[src/rtl/pipe_hazard_ctrl_pkg.sv]
// Shared backend definitions: logical register index type and mul/div occupancy states.
// No logic; types and constants only.
// Imported by the hazard controller and its mul/div occupancy tracker.
package pipe_hazard_ctrl_pkg;

    localparam int LREG_W = 5;

    // Logical (architectural) register index range.
    typedef logic [LREG_W-1:0] lreg_t;

    // Mul/div occupancy of the EX stage.
    typedef enum logic [1:0] {
        MD_IDLE = 2'd0,
        MD_BUSY = 2'd1,
        MD_DONE = 2'd2
    } md_state_t;

endpackage

[src/rtl/pipe_hazard_ctrl_muldiv_occupancy.sv]
// Tracks how long a multi-cycle mul/div keeps EX occupied.
// md_stall is combinational from state and md_req; state/cnt are registered.
// Once the op completes it parks in MD_DONE until EX actually advances, so it is never restarted.
module muldiv_occupancy
    import pipe_hazard_ctrl_pkg::*;
#(
    parameter int MULDIV_LAT = 4
) (
    input  logic clock,
    input  logic reset_n,
    input  logic md_req,
    input  logic ex_advance,
    output logic md_start,
    output logic md_stall,
    output logic busy
);

    localparam int CW = $clog2(MULDIV_LAT);

    md_state_t       state;
    md_state_t       state_nxt;
    logic [CW-1:0]   cnt;
    logic [CW-1:0]   cnt_nxt;

    // State and remaining-cycle counter; reset aborts any operation in flight.
    always_ff @(posedge clock or negedge reset_n) begin
        if (!reset_n) begin
            state <= MD_IDLE;
            cnt   <= '0;
        end else begin
            state <= state_nxt;
            cnt   <= cnt_nxt;
        end
    end

    // Next state: start loads LAT-1 busy cycles; DONE waits for EX to drain.
    always_comb begin
        state_nxt = state;
        cnt_nxt   = cnt;
        md_start  = 1'b0;
        md_stall  = 1'b0;
        busy      = (state != MD_IDLE);
        case (state)
            MD_IDLE: begin
                md_start = md_req;
                md_stall = md_req;
                if (md_req) begin
                    state_nxt = MD_BUSY;
                    cnt_nxt   = CW'(MULDIV_LAT - 1);
                end
            end
            MD_BUSY: begin
                md_stall = 1'b1;
                cnt_nxt  = cnt - CW'(1);
                if (cnt == CW'(1)) begin
                    state_nxt = MD_DONE;
                end
            end
            MD_DONE: begin
                if (ex_advance) begin
                    state_nxt = MD_IDLE;
                end
            end
            default: begin
                state_nxt = MD_IDLE;
                cnt_nxt   = '0;
            end
        endcase
    end

endmodule

[src/rtl/pipe_hazard_ctrl.sv]
// Backend hazard controller: per-stage stall/flush, redirect arbitration, stall perf counter.
// All stall/flush/redirect outputs are zero-latency combinational; only mul/div state and counter are registered.
// Memory waits freeze IF..MEM and bubble WB; a redirect is deferred while EX is stalled.
module pipe_hazard_ctrl
    import pipe_hazard_ctrl_pkg::*;
#(
    parameter int MULDIV_LAT = 4,
    parameter int CNT_W      = 32
) (
    input  logic             clock,
    input  logic             reset_n,
    input  logic             id_valid,
    input  logic             id_src1_is_reg,
    input  logic             id_src2_is_reg,
    input  lreg_t            id_rs1,
    input  lreg_t            id_rs2,
    input  logic             ex_valid,
    input  logic             ex_is_load,
    input  logic             ex_is_muldiv,
    input  lreg_t            ex_rd,
    input  logic             mem_req,
    input  logic             mem_done,
    input  logic             redirect_valid,
    output logic             stall_if,
    output logic             stall_id,
    output logic             stall_ex,
    output logic             stall_mem,
    output logic             flush_id,
    output logic             flush_ex,
    output logic             flush_mem,
    output logic             flush_wb,
    output logic             redirect_take,
    output logic             muldiv_busy,
    output logic [CNT_W-1:0] stall_cycles
);

    logic mem_stall;
    logic lu;
    logic md_start;
    logic md_stall;
    logic ex_advance;

    muldiv_occupancy #(
        .MULDIV_LAT (MULDIV_LAT)
    ) u_muldiv_occupancy (
        .clock      (clock),
        .reset_n    (reset_n),
        .md_req     (ex_valid & ex_is_muldiv),
        .ex_advance (ex_advance),
        .md_start   (md_start),
        .md_stall   (md_stall),
        .busy       (muldiv_busy)
    );

    // Hazard terms and the stall/flush network; flush beats stall on the same register.
    always_comb begin
        mem_stall = mem_req & ~mem_done;
        lu = id_valid & ex_valid & ex_is_load & (ex_rd != '0) &
             ((id_src1_is_reg & (id_rs1 == ex_rd)) |
              (id_src2_is_reg & (id_rs2 == ex_rd)));

        stall_mem     = mem_stall;
        stall_ex      = mem_stall | md_stall;
        stall_id      = stall_ex | lu;
        // The ID instruction behind a mispredict is wrong-path, so redirect overrides load-use.
        redirect_take = redirect_valid & ~stall_ex;
        stall_if      = stall_id & ~redirect_take;
        flush_id      = redirect_take;
        flush_ex      = redirect_take | (lu & ~stall_ex);
        flush_mem     = md_stall & ~mem_stall;
        flush_wb      = mem_stall;
        ex_advance    = ~stall_ex;
    end

    // Saturating count of cycles in which fetch was held.
    always_ff @(posedge clock or negedge reset_n) begin
        if (!reset_n) begin
            stall_cycles <= '0;
        end else if (stall_if && (stall_cycles != '1)) begin
            stall_cycles <= stall_cycles + CNT_W'(1);
        end
    end

endmodule

[config.mk]
export PLATFORM = sky130hd
export DESIGN_NAME = pipe_hazard_ctrl
export DESIGN_NICKNAME = d
export VERILOG_FILES = /design/src/rtl/pipe_hazard_ctrl_pkg.sv /design/src/rtl/pipe_hazard_ctrl_muldiv_occupancy.sv /design/src/rtl/pipe_hazard_ctrl.sv
export SDC_FILE = /design/constraint.sdc
export NUM_CORES = 1
export LEC_CHECK = 0
export ABC_AREA = 0
export ABC_CLOCK_PERIOD_IN_PS = 3400
export CAP_MARGIN = 25
export CORE_ASPECT_RATIO = 0.6
export CORE_MARGIN = 5
export CORE_UTILIZATION = 45
export CTS_BUF_LIST = sky130_fd_sc_hd__clkbuf_4
export CTS_CLUSTER_DIAMETER = 40
export DETAILED_ROUTE_END_ITERATION = 16
export DONT_BUFFER_PORTS = 1
export PLACE_DENSITY = 0.67
export REMOVE_ABC_BUFFERS = 1
export SYNTH_ARGS = -nofsm -noshare
export SYNTH_HDL_FRONTEND = slang
export SYNTH_SLANG_ARGS = --single-unit
[constraint.sdc]
create_clock -name clock -period 3.4 [get_ports clock]
set_input_delay 0.85 -clock clock [delete_from_list [all_inputs] [get_ports clock]]
set_output_delay 0.85 -clock clock [all_outputs]
set_load 0.03 [all_outputs]
==> flow_summary.json, run 1 <==
{
  "status": "completed",
  "dpl.hpwl_mm": 3.162,
  "cp_data_required_time_ps": 2550,
  "synth-edff-count": 0,
  "holdBufCountCts": 0,
  "use_met3": 0.07326,
  "synth_common_cells": "dfrtp_1 (36), xnor2_1 (20), xor2_1 (20)",
  "io_pins": 68,
  "drtIter0Drc": 56,
  "seq_area_frac_synth": 0.4543,
  "grt_setup_unrepaired": "false",
  "cts_tree": "done",
  "synth_area_mm2": 0.001983,
  "postLayoutCoreUtil": 0.5042,
  "clk_pin_slew_worst_paths_ps": 110,
  "ys_ff_latch": 36,
  "grt_max_degree": 37,
  "fmax_ghz": 0.3362,
  "synth_area_leader_cell": "dfrtp_1",
  "arrival_ps": 2120,
  "cts_root_buffer": "clkbuf_4",
  "cap_violations": 0,
  "grtUsageMet1": 0.2081,
  "rows": 18,
  "power_mw": 1.213,
  "wl_per_cell_um": 15.49,
  "track_usage": 0.1522,
  "grtUsageMet2": 0.2213,
  "start_kind": "input port",
  "slew_violations": 0,
  "slew_headroom": 0.6288,
  "min_period_over_period": 0.8749,
  "setup-violations-final": 0,
  "grt-busiest-layer": "met2",
  "synth_area_per_cell_um2": 9.674,
  "yosysUniqueCellTypes": 35,
  "clk_path_buf_depth": 2,
  "ys.flop_type": "dfrtp_1",
  "fillers": 414,
  "synth_most_common_cell": "dfrtp_1",
  "ant_nets": 0,
  "synth_top_area_frac": 0.4543,
  "ys_async_sr_fraction": 1.000,
  "synth.area.top_cells": "dfrtp_1 (45%), xnor2_1 (8.8%), xor2_1 (8.8%)",
  "n_antenna_cell": 0,
  "cts_buffers": 5,
  "post_cts_buffers": 0,
  "cp_max_fo": 4,
  "via_per_inst": 5.369,
  "powerDensity_mw_per_mm2": 574.3,
  "firstDrtPassIters": 4,
  "cts_sinks": 36,
  "final-hold-violation-count": 0,
  "rr_worst_depth": 6,
  "syn2layout_area_growth_pct": 6.499,
  "ir_drop_mv": 0.3504,
  "dieArea_mm2": 0.005878,
  "critical_path_class": "in2out",
  "coreArea_mm2": 0.004189,
  "die_w_um": 95.71,
  "drcViolationCount": 0,
  "hold_path.class": "in2async",
  "grt_pass1_vias": 1377,
  "worst_skew_pair.late_latency_ps": 320,
  "seq_area_um2": 900.9,
  "start_util": 0.4734,
  "cp-end-kind": "output pin",
  "finalSetupTns_ps": 0,
  "final_layout_size_suffix_gt1_frac": 0.08531,
  "port-buffer-count": 0,
  "vias": 1455,
  "finalNetCount": 241,
  "cts-resized-gates": 0,
  "finClkSkew_ps": 9.689,
  "die-height_um": 61.42,
  "antenna_found_initial": 0,
  "drt-total-wl_mm": 4.199,
  "overflow": 0,
  "leakagePower_nw": 0.9708,
  "worst_pin_slew_ps": 554.7,
  "multi_input_area_um2": 996.0,
  "yosysWarnings": 0,
  "syn_inst": 205,
  "grt_pass1_wl_mm": 6.824,
  "htreeDepth": 2,
  "fin_crit_ps": 2975,
  "gp_congestion": 0.7650
}
layout by cell type, fill, tap and decap left out, types with 5 or more instances in the layout:
master    synthesis  layout
buf_4             2       5
inv_1            12      12
nor2_1           12      12
nand3_1          19      19
nand2_1          19      19
xnor2_1          20      20
dfrtp_1          36      36
nand4_1           5       5
nor3_1           11      11
clkbuf_4          0       5
xor2_1           20      20
nor4_1            7       7
where the power goes:
part | switching (mW) | total [mW] | internal, mW
combinational | 0.234 | 0.380 | 0.146
sequential | 0.150 | 0.636 | 0.486
clock | 0.127 | 0.197 | 0.0692
total | 0.511 | 1.21 | 0.702
per-layer routing:
metal | vias to the layer above | routed length (um)
li1 | 716 | -
met5 | - | 0
met3 | 2 | 375
met2 | 41 | 1782
met4 | 0 | 14
met1 | 696 | 2026
path summary, 6_finish.rpt:
check	from	end	slack [ps]
worst max-delay path	ex_rd[4]	flush_ex	430
worst max register to register	stall_cycles[18]	stall_cycles[1]	880
worst min-delay path	reset_n	stall_cycles[20]	200
max in group asynchronous	reset_n	stall_cycles[14]	3110
worst min register to register	u_muldiv_occupancy.state[1]	u_muldiv_occupancy.state[0]	540
min in group clock	u_muldiv_occupancy.state[1]	u_muldiv_occupancy.state[0]	540
registers in the layout, indices dropped and copies added (netlist names):
register                  cells
stall_cycles                 32
u_muldiv_occupancy.cnt        2
u_muldiv_occupancy.state      2
per-stage QoR:
step	worst slack [ps]	hold slack (ps)	instances	cell area, um^2
2_1_floorplan	-43.05	485.0	200	1942
3_3_place_gp	459.7	530.2	266	2074
3_5_place_dp	438.0	523.3	266	2074
4_1_cts	433.2	191.5	271	2112
5_1_grt	349.7	180.4	271	2112
6_report	425.4	202.1	271	2112
area by class of cell:
type,instances,area share
multi-input cells,152,0.4716
well taps,60,0.03554
clock buffers,5,0.01777
repair buffers,6,0.02725
inverters,12,0.02133
flip-flops and latches,36,0.4265
cells by family after synthesis:
logic type | count (synthesis) | synth area share
buffers and inverters | 17 | 0.04353
adder cells (fa/ha/maj) | 2 | 0.01262
AO/OA/AOI/OAI | 14 | 0.04984
AND/OR/NAND/NOR | 94 | 0.2517
flip-flops | 36 | 0.4543
XOR/XNOR | 40 | 0.1767
multiplexers | 2 | 0.01136
worst max-delay path: stages:
cell	delay (ps)
xnor2_1	150
nand4_1	110
o22ai_1	430
a21oi_1	120
nor2_1	460
No activity file was read; power rests on OpenSTA's default activity.
==> run 2, diff against run 1 <==
--- a/config.mk
+++ b/config.mk
@@ -7,7 +7,7 @@
 export LEC_CHECK = 0
 export ABC_AREA = 0
 export ABC_CLOCK_PERIOD_IN_PS = 3400
-export CAP_MARGIN = 25
+export CAP_MARGIN = 40
 export CORE_ASPECT_RATIO = 0.6
 export CORE_MARGIN = 5
 export CORE_UTILIZATION = 45
==> results of run 2 <==
The final DEF is identical to that of run 1; final timing and power are the same.
==> run 3, diff against run 2 <==
--- a/config.mk
+++ b/config.mk
@@ -10,12 +10,13 @@
 export CAP_MARGIN = 40
 export CORE_ASPECT_RATIO = 0.6
 export CORE_MARGIN = 5
-export CORE_UTILIZATION = 45
+export CORE_UTILIZATION = 24
 export CTS_BUF_LIST = sky130_fd_sc_hd__clkbuf_4
 export CTS_CLUSTER_DIAMETER = 40
 export DETAILED_ROUTE_END_ITERATION = 16
 export DONT_BUFFER_PORTS = 1
-export PLACE_DENSITY = 0.67
+export GPL_ROUTABILITY_DRIVEN = 0
+export PLACE_DENSITY = 0.44
 export REMOVE_ABC_BUFFERS = 1
 export SYNTH_ARGS = -nofsm -noshare
 export SYNTH_HDL_FRONTEND = slang
==> flow_summary.json, run 3 (synthesis results as in run 1) <==
{
  "status": "completed",
  "die-height_um": 80.41,
  "largest_reg_flops": 32,
  "grt_pass1_wl_mm": 7.797,
  "overflow": 0,
  "largest_register": "stall_cycles",
  "wl_per_cell_um": 14.93,
  "grt_max_degree": 37,
  "power_switching_mw": 0.5283,
  "cts_tree": "done",
  "whs_ps": 190.5,
  "cp-end-kind": "output pin",
  "seq_power_share": 0.509,
  "fmax_ghz": 0.3395,
  "grt_setup_unrepaired": "false",
  "slew_headroom": 0.6318,
  "finalNetCount": 244,
  "path_delay_family": "simple AND/OR/NAND/NOR gates",
  "hold_path.class": "in2async",
  "drcViolationCount": 0,
  "arrival_ps": 2100,
  "worst_skew_pair.late_latency_ps": 340,
  "drt-total-wl_mm": 4.836,
  "firstDrtPassIters": 4,
  "worst_pin_slew_ps": 550.3,
  "slew_violations": 0,
  "start_kind": "input port",
  "cts_buffers": 5,
  "grtUsageMet1": 0.1238,
  "cp_max_fo": 4,
  "antenna_found_initial": 0,
  "dieArea_mm2": 0.01024,
  "grtUsageMet2": 0.1432,
  "cts_root_buffer": "clkbuf_4",
  "cap_violations": 0,
  "place_ws_ps": 455.3,
  "min_period_over_period": 0.8663,
  "drtIter0Drc": 84,
  "syn2layout_area_growth_pct": 11.04,
  "path_cells": "xnor2_1 > nand4_1 > o22ai_1 > a21oi_1 > nor2_1",
  "clk_pin_slew_worst_paths_ps": 110,
  "setup-violations-final": 0,
  "critical_path_class": "in2out",
  "p_comb_frac": 0.323,
  "leakagePower_nw": 0.9882,
  "port-buffer-count": 0,
  "layout_top_registers": "stall_cycles: 32 flops, u_muldiv_occupancy.cnt: 2 flops, u_muldiv_occupancy.state: 2 flops",
  "io_pins": 68,
  "rows": 25,
  "via_per_inst": 4.451,
  "powerDensity_mw_per_mm2": 568.8,
  "power_mw": 1.253,
  "slowest_delay_ps": 450,
  "post_cts_buffers": 0,
  "vias": 1442,
  "final_cell_mix": "dfrtp_1 (36), xnor2_1 (20), xor2_1 (20)",
  "crit_buf_inv": 0,
  "ir_drop_mv": 0.1251,
  "final-hold-violation-count": 0,
  "final_common_cell": "dfrtp_1",
  "crit_slowest_cell": "nor2_1",
  "clk_path_buf_depth": 2,
  "intPower_mw": 0.7243,
  "grt-busiest-layer": "met2",
  "final_layout_size_suffix_gt1_frac": 0.09722,
  "coreArea_mm2": 0.007945,
  "die_w_um": 127.4,
  "track_usage": 0.09769,
  "p_sw_frac": 0.4218,
  "holdBufCountCts": 0,
  "start_util": 0.2496,
  "clockPowerShare": 0.169,
  "cts_sinks": 36,
  "n_antenna_cell": 0,
  "finClkSkew_ps": 8.124,
  "ant_nets": 0,
  "use_met3": 0.04983,
  "fin_crit_ps": 2946,
  "grt_pass1_vias": 1454,
  "htreeDepth": 2,
  "dpl.hpwl_mm": 3.666,
  "finalWorstSetupSlack_ps": 454.5,
  "cts-resized-gates": 0,
  "cp_data_required_time_ps": 2550
}
run 3: power groups by stage:
stage               combinational, mW  sequential, mW  clock (mW)
CTS                             0.408           0.640       0.226
finish                          0.404           0.637       0.211
detailed placement              0.408           0.647           0
floorplan                       0.290           0.622           0
global placement                0.406           0.647           0
global route                    0.447           0.650       0.243
run 3: per-layer routing:
metal,up-vias,wire length (um)
met5,-,0
met4,0,57
met3,7,452
met2,30,2001
met1,680,2323
li1,725,-
run 3: path summary, 6_finish.rpt:
path,startpoint,to,slack [ps],cells after the start
setup / recovery,ex_rd[4],flush_ex,450,5
hold / removal,reset_n,stall_cycles[31],190,0
setup reg to reg,stall_cycles[18],stall_cycles[11],890,7
hold reg to reg,u_muldiv_occupancy.state[1],u_muldiv_occupancy.state[0],540,1
max in group asynchronous,reset_n,stall_cycles[2],3130,0
min in group clock,u_muldiv_occupancy.state[1],u_muldiv_occupancy.state[0],540,1
run 3: cell type report:
cell class              instances  area, um^2
clock inverters                 2       7.507
multi-input cells             152       996.0
flip-flops and latches         36       900.9
repair buffers                  9       80.08
well taps                     108       135.1
inverters                      12       45.04
clock buffers                   5       37.54
fillers                       852        5743
run 3: per-stage QoR:
step | cell area [um^2] | TNS [ps] | utilization | instances
after floorplan | 1942 | -43.05 | - | 200
after global placement | 2157 | 0 | 0.2715 | 317
after detailed placement | 2157 | 0 | 0.2715 | 317
after CTS | 2202 | 0 | 0.2772 | 324
after global routing | 2202 | 0 | 0.2772 | 324
final | 2202 | 0 | 0.2772 | 324
